<file path="config.mk">
export PLATFORM = sky130hd
export DESIGN_NAME = cache_path_scheduler
export DESIGN_NICKNAME = d
export VERILOG_FILES = /design/src/rtl/cache_path_scheduler.sv
export SDC_FILE = /design/constraint.sdc
export NUM_CORES = 1
export LEC_CHECK = 0
export CAP_MARGIN = 20
export CORE_ASPECT_RATIO = 1.4
export CORE_MARGIN = 2
export CORE_UTILIZATION = 45
export CTS_CLUSTER_DIAMETER = 100
export DETAILED_ROUTE_END_ITERATION = 16
export GPL_TIMING_DRIVEN = 0
export PLACE_DENSITY = 0.78
export RECOVER_POWER = 100
export SYNTH_ARGS = -nofsm -noshare
export SYNTH_HDL_FRONTEND = slang
export SYNTH_SLANG_ARGS = --single-unit
export TNS_END_PERCENT = 30
</file>
<file path="constraint.sdc">
create_clock -name clk -period 1.8 [get_ports clk]
set_clock_uncertainty 0.05 [all_clocks]
set_input_delay 0.36 -clock clk [delete_from_list [all_inputs] [get_ports clk]]
set_output_delay 0.36 -clock clk [all_outputs]
set_load 0.02 [all_outputs]
</file>
<file path="src/rtl/cache_path_scheduler.sv">
// cache_path_scheduler
// Round-robin front end for the two-way conditional-fork cache selector.
// A winning requester gets a one-cycle grant. Its path select is registered and held
// while the transaction runs. The selector is launched with a two-phase drive toggle.
// The owner gets a one-cycle done pulse once both the upstream ack (i_free) and the
// downstream completion (i_done) toggles have been seen.
module cache_path_scheduler #(
  parameter int N_REQ       = 4,
  parameter int SYNC_STAGES = 2,
  parameter int TIMEOUT     = 255,
  parameter int CNT_W       = 8
) (
  input  logic             clk,
  input  logic             rst,
  input  logic [N_REQ-1:0] req,
  input  logic [N_REQ-1:0] req_path,
  output logic [N_REQ-1:0] grant,
  output logic [N_REQ-1:0] done,
  output logic             busy,
  output logic             o_drive,
  output logic             o_valid0,
  output logic             o_valid1,
  input  logic             i_free,
  input  logic             i_done,
  output logic [1:0]       err
);

  localparam int              PTR_W       = (N_REQ > 1) ? $clog2(N_REQ) : 1;
  localparam logic [CNT_W-1:0] TIMEOUT_CNT = CNT_W'(TIMEOUT);

  typedef enum logic [2:0] {
    S_IDLE,
    S_GRANT,
    S_SETUP,
    S_WAIT,
    S_DONE,
    S_HALT
  } state_t;

  state_t                 state_q, state_d;
  logic [PTR_W-1:0]       ptr_q, ptr_d;
  logic [PTR_W-1:0]       owner_q, owner_d;
  logic                   valid0_q, valid0_d;
  logic                   valid1_q, valid1_d;
  logic                   drive_q, drive_d;
  logic                   seen_free_q, seen_free_d;
  logic                   seen_done_q, seen_done_d;
  logic [CNT_W-1:0]       cnt_q, cnt_d;
  logic [1:0]             err_q, err_d;
  logic [SYNC_STAGES-1:0] free_sync_q, free_sync_d;
  logic [SYNC_STAGES-1:0] done_sync_q, done_sync_d;
  logic                   free_last_q, free_last_d;
  logic                   done_last_q, done_last_d;

  logic                   ev_free;
  logic                   ev_done;
  logic                   ev_any;
  logic                   found;
  logic [PTR_W-1:0]       winner;
  logic [PTR_W-1:0]       cand;
  int                     idx;

  // Synchronizer shift chains and last-seen phase.
  // A change of phase on the chain output is an event.
  always_comb begin
    free_sync_d = {free_sync_q[SYNC_STAGES-2:0], i_free};
    done_sync_d = {done_sync_q[SYNC_STAGES-2:0], i_done};
    free_last_d = free_sync_q[SYNC_STAGES-1];
    done_last_d = done_sync_q[SYNC_STAGES-1];
  end

  assign ev_free = free_sync_q[SYNC_STAGES-1] ^ free_last_q;
  assign ev_done = done_sync_q[SYNC_STAGES-1] ^ done_last_q;
  assign ev_any  = ev_free | ev_done;

  // Round-robin pick: first active request at or after ptr, wrapping past N_REQ-1.
  always_comb begin
    found  = 1'b0;
    winner = '0;
    idx    = 0;
    cand   = '0;
    for (int i = 0; i < N_REQ; i++) begin
      idx = int'(ptr_q) + i;
      if (idx >= N_REQ) idx = idx - N_REQ;
      cand = PTR_W'(idx);
      if (!found && req[cand]) begin
        found  = 1'b1;
        winner = cand;
      end
    end
  end

  // Transaction sequencing.
  // Any selector event outside WAIT, or a repeated one inside WAIT, is a protocol error.
  always_comb begin
    state_d     = state_q;
    ptr_d       = ptr_q;
    owner_d     = owner_q;
    valid0_d    = valid0_q;
    valid1_d    = valid1_q;
    drive_d     = drive_q;
    seen_free_d = seen_free_q;
    seen_done_d = seen_done_q;
    cnt_d       = cnt_q;
    err_d       = err_q;
    unique case (state_q)
      S_IDLE: begin
        if (ev_any) begin
          err_d[1] = 1'b1;
          state_d  = S_HALT;
        end else if (found) begin
          owner_d = winner;
          state_d = S_GRANT;
        end
      end
      S_GRANT: begin
        if (ev_any) begin
          err_d[1] = 1'b1;
          state_d  = S_HALT;
        end else begin
          valid0_d = ~req_path[owner_q];
          valid1_d = req_path[owner_q];
          state_d  = S_SETUP;
        end
      end
      S_SETUP: begin
        if (ev_any) begin
          err_d[1] = 1'b1;
          state_d  = S_HALT;
        end else begin
          drive_d     = ~drive_q;
          cnt_d       = '0;
          seen_free_d = 1'b0;
          seen_done_d = 1'b0;
          state_d     = S_WAIT;
        end
      end
      S_WAIT: begin
        cnt_d       = cnt_q + 1'b1;
        seen_free_d = seen_free_q | ev_free;
        seen_done_d = seen_done_q | ev_done;
        if ((ev_free && seen_free_q) || (ev_done && seen_done_q)) begin
          err_d[1] = 1'b1;
          state_d  = S_HALT;
        end else if (seen_free_d && seen_done_d) begin
          state_d = S_DONE;
        end else if ((TIMEOUT != 0) && (cnt_d == TIMEOUT_CNT)) begin
          err_d[0] = 1'b1;
          state_d  = S_HALT;
        end
      end
      S_DONE: begin
        if (ev_any) begin
          err_d[1] = 1'b1;
          state_d  = S_HALT;
        end else begin
          valid0_d = 1'b0;
          valid1_d = 1'b0;
          ptr_d    = (owner_q == PTR_W'(N_REQ - 1)) ? '0 : owner_q + 1'b1;
          state_d  = S_IDLE;
        end
      end
      S_HALT: begin
        state_d = S_HALT;
      end
      default: begin
        state_d = S_HALT;
      end
    endcase
  end

  // State and datapath registers; an asynchronous reset abandons any transaction.
  always_ff @(posedge clk or posedge rst) begin
    if (rst) begin
      state_q     <= S_IDLE;
      ptr_q       <= '0;
      owner_q     <= '0;
      valid0_q    <= 1'b0;
      valid1_q    <= 1'b0;
      drive_q     <= 1'b0;
      seen_free_q <= 1'b0;
      seen_done_q <= 1'b0;
      cnt_q       <= '0;
      err_q       <= 2'b00;
      free_sync_q <= '0;
      done_sync_q <= '0;
      free_last_q <= 1'b0;
      done_last_q <= 1'b0;
    end else begin
      state_q     <= state_d;
      ptr_q       <= ptr_d;
      owner_q     <= owner_d;
      valid0_q    <= valid0_d;
      valid1_q    <= valid1_d;
      drive_q     <= drive_d;
      seen_free_q <= seen_free_d;
      seen_done_q <= seen_done_d;
      cnt_q       <= cnt_d;
      err_q       <= err_d;
      free_sync_q <= free_sync_d;
      done_sync_q <= done_sync_d;
      free_last_q <= free_last_d;
      done_last_q <= done_last_d;
    end
  end

  // Grant and done pulses are decoded from the registered state and owner.
  always_comb begin
    grant = '0;
    done  = '0;
    if (state_q == S_GRANT) grant[owner_q] = 1'b1;
    if (state_q == S_DONE)  done[owner_q]  = 1'b1;
  end

  assign busy     = (state_q != S_IDLE);
  assign o_drive  = drive_q;
  assign o_valid0 = valid0_q;
  assign o_valid1 = valid1_q;
  assign err      = err_q;

endmodule

</file>
==> results of run 1 <==
==> report_power, final <==
| part | switching (uW) | leakage, uW | internal (uW) |
|---|---|---|---|
| logic | 90.2 | 0.000553 | 80.2 |
| registers | 24.1 | 0.000351 | 653 |
| clock network | 197 | 0.0000357 | 298 |
| total | 311 | 0.000940 | 1030 |
==> registers in the layout, indices dropped and copies added, names as in the netlist, 2 cells and up <==
| signal | cells |
|---|---|
| owner_q | 2 |
| err | 2 |
| cnt_q | 8 |
| done_sync_q | 2 |
| ptr_q | 2 |
| free_sync_q | 2 |
| state_q | 3 |
==> placed cells by master, fill, tap and decap left out, types with 6 or more instances in the layout <==
cell type        Yosys  final
and2_1               9      7
o31ai_1              7      7
nand2_1             10     10
buf_4                1     20
a21oi_1             11     12
o21ai_0              7      7
dfrtp_1             28     27
clkdlybuf4s50_1      0     13
inv_1                8      7
nor2_1              12     12
ha_1                 6      6
==> worst max-delay path by stage <==
stage	slack, ps	startpoint	cells past startpoint	to
final	-70	state_q[2]$_DFFE_PP0P_	5	grant[3]
after global routing	-120	state_q[2]$_DFFE_PP0P_	5	grant[3]
after CTS	-80	state_q[1]$_DFFE_PP0P_	5	grant[3]
after detailed placement	-370	state_q[2]$_DFFE_PP0P_	4	grant[1]
after global placement	-330	state_q[2]$_DFFE_PP0P_	4	grant[3]
after floorplan	280	cnt_q[0]$_DFFE_PP0P_	5	state_q[1]$_DFFE_PP0P_
==> metrics by stage <==
step                      util [%]  area [um^2]  TNS, ps
after CTS                    60.04         2047   -210.3
after floorplan                  -         1603        0
after global placement       55.82         1903    -2310
after detailed placement     55.82         1903    -2619
final                        61.72         2105   -253.4
after global routing         61.72         2105   -703.3
==> per-layer routing <==
metal  vias to the layer above  wire, um
met1                       691      1494
met2                        46      2164
met5                         -         0
met4                         0        97
met3                        11       138
li1                        644         -
==> area by class of cell <==
class                           count  area [um^2]
Fill cell                         281         1305
Multi-Input combinational cell    116        864.6
Sequential cell                    28        701.9
Timing Repair Buffer               41        351.6
Tap cell                           40        50.05
Clock buffer                        3        41.29
Buffer                              4        35.03
Clock inverter                      1        30.03
Inverter                            8        30.03
==> cells by family (layout without fill, tap and decap cells) <==
kind of cell	count (synthesis)	after routing	share of synthesized area (%)
compound gates	43	43	19.20
flops	28	28	43.72
buf+inv	12	57	3.279
simple gates	53	53	18.66
xor+xnor	9	9	6.323
mux	5	5	4.137
fa+ha+maj	6	6	4.684
==> timing repair <==
item | CTS | global route
pin swaps | 3 | 3
setup buffers | 9 | 6
resized for setup | 52 | 7
endpoints found under the setup margin | 9 | 7
==> impl_results.md, run 1 <==
* Status: complete, but fails checks
* Failing checks: negative setup slack
* First-pass GRT wire length at 6175 um
* Final Power at 1342 uW
* Hold path startpoint: free_sync_q[0]$_DFF_PP0_
* Syn-to-layout area delta at 31.30%
* Final min period at 1867 ps
* Wirelength per Cell at 16.17 um
* Synth Instances at 156
* Worst reg2reg path depth at 8
* Boundary Pins at 26
* R2R setup slack at 40 ps
* CP Capture Type: output pin
* Initial antenna violation count at 0
* Yosys warnings at 0
* HPWL Detailed at 2725 um
* CP max FO at 4
* Average cell area after synthesis at 10.27 um^2
* Synth cell count leaders: dfrtp_1 (28), nor2_1 (12), a21oi_1 (11)
* Final Hold Vio Count at 0
* Root Driver: clkbuf_8
* # diodes at 0
* Crit-path leading delay family: flip-flops
* Met1 Use GR at 23.40%
* Largest area contributor in the netlist: dfrtp_1
* Slew Limit Fails at 0
* Most common flop cell mapped by yosys: dfrtp_1
* Pre-Repair DR Iteration Count at 5
* Global route hottest layer: met2
* Netlist cell types at 47
* FF-to-FF End: o_valid1$_DFFE_PP0P_
* Lkg Pwr at 0.0009405 uW
* Vias in the first global route at 1400
* Die width at 54.44 um
* Hold-fix buffers at CTS at 0
* CTS clk-pin slew, worst paths at 100 ps
* Via count at 1392
* Final WS setup at -66.52 ps
* # clock sinks at 28
* Headroom to the max-slew limit at 60.78%
* Top-count cell post-synth: dfrtp_1
* WHS Endpoint: free_sync_q[1]$_DFF_PP0_
* Clock buffer depth at 2
* Die Y at 74.62 um
* Async S/R FF share, synth at 100.0%
* Inst Count DP at 221
* RSZ-0062 raised after global routing: true
* #FFs+latches synth at 28
* Seq/Total Area, Yosys at 43.72%
* Critical path cell sequence: buf_6 > nor3b_4 > buf_6 > and2_4 > buf_6
* Hold crit path type: reg2reg
* DRT iter0 DRCs at 40
* Routed Antenna Nets at 0
* Syn nets at 174
* Largest net degree at the start of global routing at 29
* Final-stage net count at 220
* Worst-margin pin slew at 588.4 ps
* CP Launch Type: flop
* Drc violations at 0
* Most frequent CP cell: buf_6
* H-tree depth at 1
* EDFF count, synth at 0
* Top cells by area, synth: dfrtp_1 (44%), ha_1 (4.7%), and2_1 (3.5%)
* Bufs and invs on worst path at 3
* Clock tree from TritonCTS: yes
* Drt via density at 5.776
* GPL Wtd Cong at 0.7887
* Data arrival time of the worst path at 1460 ps
* Share of cells above drive strength 1 at 27.36%
* Core ar. at 0.003410 mm^2
* Mapped Area at 0.001603 mm^2
* Met2 usage at 38.29%
* CP required at 1390 ps
* CTS Buf Count at 3
* Share of the synthesized area in the top cell type at 43.72%
* Port bufs at 25
* Maximum clock frequency at 0.5358 GHz
* Total GRT Usage at 20.96%
* Cell at the slowest stage of the critical path: dfrtp_1
* Worst hold path stage count at 0
* Die area at 0.004062 mm^2
* Initial Util at 47.01%
* Reg-to-Reg Start: state_q[2]$_DFFE_PP0P_
* GR Layer Usage met3 at 2.381%
* Max stage delay on crit path at 410 ps
* # rows at 25
* Worst vdd ir at 0.4706 mV
* Grt ovf at 0
* Final wirelength at 3896 um
* Insertion delay to the later sink of the worst-skew pair at 280 ps
* Hold Slack at 308.1 ps
* Dpl ws at -366.4 ps
* Fin crit share at 103.7%
* Fin cells at 241
* PD cells at 637.9 mW/mm^2
* Final setup fails at 7
* Crit Path Class: reg2out
* MaxCap Viol Count at 0
No activity file was read; power rests on OpenSTA's default activity.
==> inputs of run 2 (changes only) <==
Settings changed: SKIP_LAST_GASP set to 1.
==> impl_results.md, run 2 (same netlist as run 1, synthesis figures left out) <==
* Largest register FFs at 8 (unchanged)
* Setup crit start: state_q[2]$_DFFE_PP0P_
* Worst vdd ir at 0.4685 mV (-0.44%)
* Commonest non-fill, non-tap cells in the layout: dfrtp_1 (27), nor2_1 (13), a21oi_1 (11), nand2_1 (10), clkdlybuf4s50_1 (10)
* Core ar. at 0.003410 mm^2 (unchanged)
* Final wirelength at 3890 um (-0.15%)
* Die Y at 74.62 um (unchanged)
* Comb pwr share at 12.1% (-0.6 points)
* Cell at the slowest stage of the critical path: dfrtp_1
* Final WS setup at -76.21 ps (-9.698 ps)
* Crit-path leading delay family: flip-flops
* Pre-Repair DR Iteration Count at 5 (unchanged)
* CP Launch Type: flop
* Drt via density at 5.732 (-0.76%)
* R2R setup slack at 30 ps (about the same)
* Root Driver: clkbuf_8
* Boundary Pins at 26 (unchanged)
* Clock share of power at 37.2% (+0.3 points)
* Via count at 1370 (-1.6%)
* Crit Path Class: reg2out
* Share of cells above drive strength 1 at 21.61% (-5.8 points)
* Most common cell after layout, fill and taps aside: dfrtp_1
* Setup TNS at -397.9 ps (-144.6 ps)
* HPWL Detailed at 2725 um (unchanged)
* Sequential power share at 50.7% (+0.3 points)
* Reg-to-Reg Start: state_q[2]$_DFFE_PP0P_
* Syn-to-layout area delta at 28.65%
* Failing checks: negative setup slack
* Status: complete, but fails checks
* Bufs and invs on worst path at 3 (unchanged)
* Placed cell area at 0.001903 mm^2 (unchanged)
* Maximum clock frequency at 0.5330 GHz (-0.52%)
* DRT iter0 DRCs at 50 (+25%)
* CTS clk-pin slew, worst paths at 90 ps (about the same)
* Fin crit share at 104.2% (+0.54 points)
* Most flops, register: cnt_q
* Initial Util at 47.01% (unchanged)
* Clock buffer depth at 2 (unchanged)
* Headroom to the max-slew limit at 68.65% (+7.9 points)
* Drc violations at 0 (unchanged)
* # diodes at 0 (unchanged)
* Worst-margin pin slew at 458.4 ps (-130.0 ps)
* CP required at 1390 ps (about the same)
* Hold crit path type: reg2reg
* GPL Wtd Cong at 0.7887 (unchanged)
* Final Power at 1333 uW (-0.70%)
* Final-stage net count at 218 (-0.91%)
* Port bufs at 25 (unchanged)
* Dpl ws at -366.4 ps (unchanged)
* MaxCap Viol Count at 0 (unchanged)
* Die width at 54.44 um (unchanged)
* Initial antenna violation count at 0 (unchanged)
* Final min period at 1876 ps (+9.698 ps)
* Die area at 0.004062 mm^2 (unchanged)
* Data arrival time of the worst path at 1470 ps (about the same)
* Total GRT Usage at 21.00% (+0.041 points)
* H-tree depth at 1 (unchanged)
* First-pass GRT wire length at 6189 um (+0.23%)
* RSZ-0062 raised after global routing: true
* Vias in the first global route at 1414 (+1.0%)
* Insertion delay to the later sink of the worst-skew pair at 280 ps (about the same)
* Slew Limit Fails at 0 (unchanged)
* Final setup fails at 6 (-1)
* Critical path cell sequence: buf_6 > nor3b_4 > buf_6 > and2_4 > buf_6
* Largest net degree at the start of global routing at 29 (unchanged)
* Sw Share at 23.11% (-0.085 points)
* Leading registers by flop count: cnt_q: 8 flops, state_q: 3 flops
* Internal power at 1025 uW (-0.58%)
* Routed Antenna Nets at 0 (unchanged)
* CTS Buf Count at 3 (unchanged)
* CP max FO at 4 (unchanged)
* # rows at 25 (unchanged)
* Grt ovf at 0 (unchanged)
* Max stage delay on crit path at 420 ps (about the same)
* Most frequent CP cell: buf_6
* PD cells at 646.5 mW/mm^2 (+1.4%)
* Final Hold Vio Count at 0 (unchanged)
* Final instance area at 0.002062 mm^2 (-2.0%)
* CP Capture Type: output pin
* Hold path startpoint: free_sync_q[0]$_DFF_PP0_
* Wirelength per Cell at 16.28 um (+0.68%)
* # clock sinks at 28 (unchanged)
* Clock tree from TritonCTS: yes
* NetSw at 308.0 uW (-1.1%)
* Lkg Pwr at 0.0009150 uW (-2.7%)
-- run 2: cell count changes in the layout (fill, tap and decap cells not counted), moves of 2 or more --
cell	change
clkbuf_2	+2
clkdlybuf4s15_1	+3
dlygate4sd3_1	+3
clkbuf_1	+2
clkdlybuf4s50_1	-3
buf_4	-11
-- run 2: power groups by stage --
stage	registers [uW]	clock network (uW)	logic (uW)
6_report	676	496	161
5_1_grt	679	528	178
3_5_place_dp	689	0	169
2_1_floorplan	699	0	82.2
3_3_place_gp	687	0	161
4_1_cts	677	504	170
-- run 2: worst paths after layout --
| path | endpoint | depth (start not counted) |
|---|---|---|
| worst max-delay path | grant[3] | 5 |
| worst min-delay path | free_sync_q[1]$_DFF_PP0_ | 0 |
| worst max register to register | o_valid1$_DFFE_PP0P_ | 8 |
| worst min register to register | free_sync_q[1]$_DFF_PP0_ | 0 |
| max in group asynchronous | state_q[0]$_DFFE_PP0P_ | 3 |
| min in group asynchronous | cnt_q[5]$_DFFE_PP0P_ | 2 |
-- run 2: repair_timing --
item / CTS / global route
hold buffers: 0 / 0
buffers inserted: 9 / 4
pin swaps: 3 / 1
setup endpoints to repair: 9 / 11
gates resized for setup: 41 / 3
-- run 2: layout make-up --
| class | count | area (um^2) |
|---|---|---|
| Timing Repair Buffer | 39 | 332.8 |
| Inverter | 8 | 30.03 |
| Multi-Input combinational cell | 116 | 840.8 |
| Clock buffer | 3 | 41.29 |
| Clock inverter | 1 | 30.03 |
| Fill cell | 293 | 1348 |
| Tap cell | 40 | 50.05 |
| Buffer | 4 | 35.03 |
| Sequential cell | 28 | 701.9 |
-- run 2: metal layers --
metal / routed length (um) / global-route usage, %
met1: 1549 / 23.53
met2: 2178 / 38.29
met3: 107 / 2.381
met4: 55 / 10.00
met5: 0 / 0
-- run 2: per-stage QoR --
stage,cells,utilization [%],hold WS (ps)
2_1_floorplan,156,-,281.2
3_3_place_gp,221,55.82,286.0
3_5_place_dp,221,55.82,289.5
4_1_cts,234,60.51,311.4
5_1_grt,239,60.48,316.2
6_report,239,60.48,308.0
-- run 2: worst register-to-register path, cell delays in order, from the launching register on --
cell and delay [ps]:
dfrtp_1 420, buf_6 140, nor3b_4 240, buf_6 150, buf_4 100, buf_4 110
buf_4 100, o211ai_1 120, a32o_1 250
==> variant 1, RTL diff (settings of run 2) <==
Set the parameter `N_REQ` to 2 (it was 4).
--- a/src/rtl/cache_path_scheduler.sv
+++ b/src/rtl/cache_path_scheduler.sv
@@ -5,7 +5,7 @@
 // The owner gets a one-cycle done pulse once both the upstream ack (i_free) and the
 // downstream completion (i_done) toggles have been seen.
 module cache_path_scheduler #(
-  parameter int N_REQ       = 4,
+  parameter int N_REQ       = 2,
   parameter int SYNC_STAGES = 2,
   parameter int TIMEOUT     = 255,
   parameter int CNT_W       = 8
Ports: changed (resized done, grant, req and req_path); port bits go from 26 to 18. The function was not compared with the original's and may differ.
==> variant 1 against run 2 <==
The run still ends with setup timing left; via count down 24%; critical path depth down 2; cell count down 22%; final area down 23%; power down 19%; area after synthesis down 18%; maximum frequency up 0.22%; wire length down 35%; sequential cell count down 2; setup slack better by 0.0042 ns; count of clock-buffer cells in the layout up 1; register-to-register slack worse by 0.02 ns; combinational power down 40%; largest cell class is now registers; largest power group unchanged.
==> variant 1: results (changes against run 2) <==
| Metric | Value |
|---|---|
| Vias in the first global route | `954 (was 1,414)` |
| Top delay family on crit path | `buffers and inverters (was flip-flops)` |
| Largest cells by area after synthesis | `dfrtp_1 (50%), o2bb2ai_1 (6.0%), nand2_1 (3.1%) (was dfrtp_1 (44%), ha_1 (4.7%), and2_1 (3.5%))` |
| Area taken by multi-input logic gates | `626 sq um (was 841 sq um)` |
| Sequential area share after synthesis | `0.496 (was 0.437)` |
| Drt total wl | `2520 um (was 3890 um)` |
| Reg-to-Reg End | `cnt_q[2]$_DFFE_PP0P_ (was o_valid1$_DFFE_PP0P_)` |
| IO buf count | `17 (was 25)` |
| Post-route setup slack | `-0.0720 ns (was -0.0762 ns)` |
| Layout cells sized above 1 | `0.161 (was 0.216)` |
| First-pass GRT wire length | `4140 um (was 6190 um)` |
| GRT Resource Usage Total | `0.160 (was 0.210)` |
| Crit path max fanout | `10 (was 4)` |
| Post-CTS Setup Bufs | `0 (was 9)` |
| Non-Filler Instances | `186 (was 239)` |
| Sequential cell area share | `0.409 (was 0.340)` |
| Mapped Nets | `136 (was 174)` |
| # resized after CTS | `25 (was 41)` |
| Violated checks | `setup timing (unchanged)` |
| Mux cell area share after synthesis | `0.0238 (was 0.0414)` |
| Inverter count | `4 (was 8)` |
| Adder-Cell Fraction of Synth Area | `0.0191 (was 0.0468)` |
| Worst vdd rail ir drop | `0.556 mV (was 0.468 mV)` |
| Buffers excl. clock | `22 (was 43)` |
| R2R depth | `4 (was 8)` |
| DR vias | `1,036 (was 1,370)` |
| # clk buffers | `4 (was 3)` |
| Final clock-cell share | `0.0345 (was 0.0346)` |
| Synth Area in Compound Gates | `0.224 (was 0.192)` |
| First DRT Iteration DRCs | `37 (was 50)` |
| RR Startpoint | `done_sync_q[1]$_DFF_PP0_ (was state_q[2]$_DFFE_PP0P_)` |
| First-pass DRT Iterations | `4 (was 5)` |
| Nets | `160 (was 218)` |
| Largest net degree at the start of global routing | `27 (was 29)` |
| Synth cell types | `44 (was 47)` |
| Most instantiated cells after synthesis | `dfrtp_1 (26), nand2_1 (11), nor2_1 (10) (was dfrtp_1 (28), nor2_1 (12), a21oi_1 (11))` |
| Setup violations, final | `3 (was 6)` |
| Worst hold path class | `input port to async pin (was register to register)` |
| Non-clock buffer share | `0.123 (was 0.178)` |
| #MultiIn Comb | `93 (was 116)` |
| M2 GR Usage | `0.280 (was 0.383)` |
| Fillers | `264 (was 293)` |
| Hold WS | `0.304 ns (was 0.308 ns)` |
| Lkg Pwr | `0.683 nW (was 0.915 nW)` |
| Outcome | `complete, but fails checks (unchanged)` |
| Met1 WL | `1130 um (was 1550 um)` |
| Met1 usage | `0.188 (was 0.235)` |
[variant 1: changes by cell type after synthesis, sizes merged, moves of 3 or more]
cell | before | now
ha | 6 | 2
o31ai | 7 | 1
and2 | 9 | 0
o2bb2ai | 2 | 9
o21bai | 0 | 3
inv | 8 | 3
nor3 | 1 | 7
a21oi | 13 | 6
o21ai | 8 | 4
buf | 4 | 1
nor2 | 13 | 10
[variant 1: metrics by stage]
step | setup TNS (ns) | worst slack (ns) | instance area, sq um | utilization
global route | -1.18 | -0.126 | 1600 | 0.566
global placement | -0.938 | -0.266 | 1530 | 0.542
finish | -0.141 | -0.0720 | 1600 | 0.566
floorplan | 0 | 0.0345 | 1310 | -
CTS | -0.250 | -0.0985 | 1600 | 0.566
detailed placement | -0.959 | -0.270 | 1530 | 0.542
[variant 1: where the power goes]
group          total, mW  internal [mW]  leakage (nW)  switching (mW)
sequential         0.614          0.601         0.321          0.0129
clock              0.372          0.196        0.0288           0.177
combinational     0.0963         0.0434         0.333          0.0529
total               1.08          0.840         0.683           0.242
==> variant 2, RTL diff (config.mk and constraints of run 2) <==
Made on the original files. The 6 states of `state_t` get a one-hot encoding in 6 bits.
--- a/src/rtl/cache_path_scheduler.sv
+++ b/src/rtl/cache_path_scheduler.sv
@@ -28,13 +28,13 @@
   localparam int              PTR_W       = (N_REQ > 1) ? $clog2(N_REQ) : 1;
   localparam logic [CNT_W-1:0] TIMEOUT_CNT = CNT_W'(TIMEOUT);
 
-  typedef enum logic [2:0] {
-    S_IDLE,
-    S_GRANT,
-    S_SETUP,
-    S_WAIT,
-    S_DONE,
-    S_HALT
+  typedef enum logic [5:0] {
+    S_IDLE  = 6'b000001,
+    S_GRANT = 6'b000010,
+    S_SETUP = 6'b000100,
+    S_WAIT  = 6'b001000,
+    S_DONE  = 6'b010000,
+    S_HALT  = 6'b100000
   } state_t;
 
   state_t                 state_q, state_d;
Behaviour: same outputs for any inputs over 10 cycles, from zero or initial values and one cycle with rst high; not proved beyond that.
==> variant 2 against run 2 <==
The flow still finishes with violations (setup timing); setup slack improved by 0.010 ns; power rose by 8.5%; area after synthesis increased by 6.4%; final area increased by 7.9%; wire length decreased by 5.3%; global-route usage shrank 2.0 points; hold slack lost 0.0094 ns; sequential cell count is 3 higher; critical path type unchanged; largest power group unchanged.
==> variant 2: results (changes against run 2) <==
| Metric | Value |
|---|---|
| Flop2flop setup slack | `0.08 ns (was 0.03 ns)` |
| Reg-to-Reg End | `state_q[5]$_DFFE_PP0P_ (was o_valid1$_DFFE_PP0P_)` |
| Met1 usage | `0.218 (was 0.235)` |
| Lkg Pwr | `1.00 nW (was 0.915 nW)` |
| M2 GR Usage | `0.325 (was 0.383)` |
| Tap Count | `42 (was 40)` |
| Post-route setup slack | `-0.0662 ns (was -0.0762 ns)` |
| Sequential power | `735 uW (was 676 uW)` |
| Final clock-cell share | `0.0410 (was 0.0346)` |
| RR Startpoint | `state_q[1]$_DFFE_PP0P_ (was state_q[2]$_DFFE_PP0P_)` |
| Non-clock buffer share | `0.156 (was 0.178)` |
| #MultiIn Comb | `135 (was 116)` |
| CP max stage delay | `0.56 ns (was 0.42 ns)` |
| Most instantiated cells after synthesis | `dfrtp_1 (30), o21ai_0 (17), nor2_1 (14) (was dfrtp_1 (28), nor2_1 (12), a21oi_1 (11))` |
| Final core utilization | `0.611 (was 0.605)` |
| Worst setup path start | `state_q[0]$_DFFE_PP1P_ (was state_q[2]$_DFFE_PP0P_)` |
| Violated checks | `setup timing (unchanged)` |
| Setup violations, final | `8 (was 6)` |
| Crit path max fanout | `6 (was 4)` |
| # H-tree levels | `2 (was 1)` |
| Outcome | `complete, but fails checks (unchanged)` |
| First-pass GRT wire length | `6450 um (was 6190 um)` |
| Worst setup endpoint | `grant[0] (was grant[3])` |
| Combinational share of power | `0.094 (was 0.121)` |
| Largest cells by area after synthesis | `dfrtp_1 (44%), o21ai_0 (5.0%), ha_1 (4.4%) (was dfrtp_1 (44%), ha_1 (4.7%), and2_1 (3.5%))` |
| Worst-path clk slew | `0.06 ns (was 0.09 ns)` |
| Synth cell types | `44 (was 47)` |
| Drt via density | `5.44 (was 5.73)` |
| Layout cells sized above 1 | `0.259 (was 0.216)` |
-- variant 2: cell count changes after synthesis, moves of 3 or more --
cell / run 2 / this run
nor3_1: 1 / 5
nand3_1: 4 / 9
nand2_1: 10 / 13
xor2_1: 2 / 5
o21ai_1: 0 / 3
o31ai_1: 7 / 2
o21ai_0: 7 / 17
-- variant 2: worst register-to-register path, delay by kind of cell (launching register included) --
kind	cells	cell delay [ns]
AOI/OAI and AO/OA	2	0.19
DFF	1	0.47
and+or+nand+nor	3	0.91
-- variant 2: repair_timing --
action | in CTS | in global routing
hold buffers | 0 | 0
setup buffers | 6 | 4
gates resized for setup | 59 | 13
gates cloned | 0 | 0
pin swaps | 3 | 5
setup endpoints to repair | 13 | 22
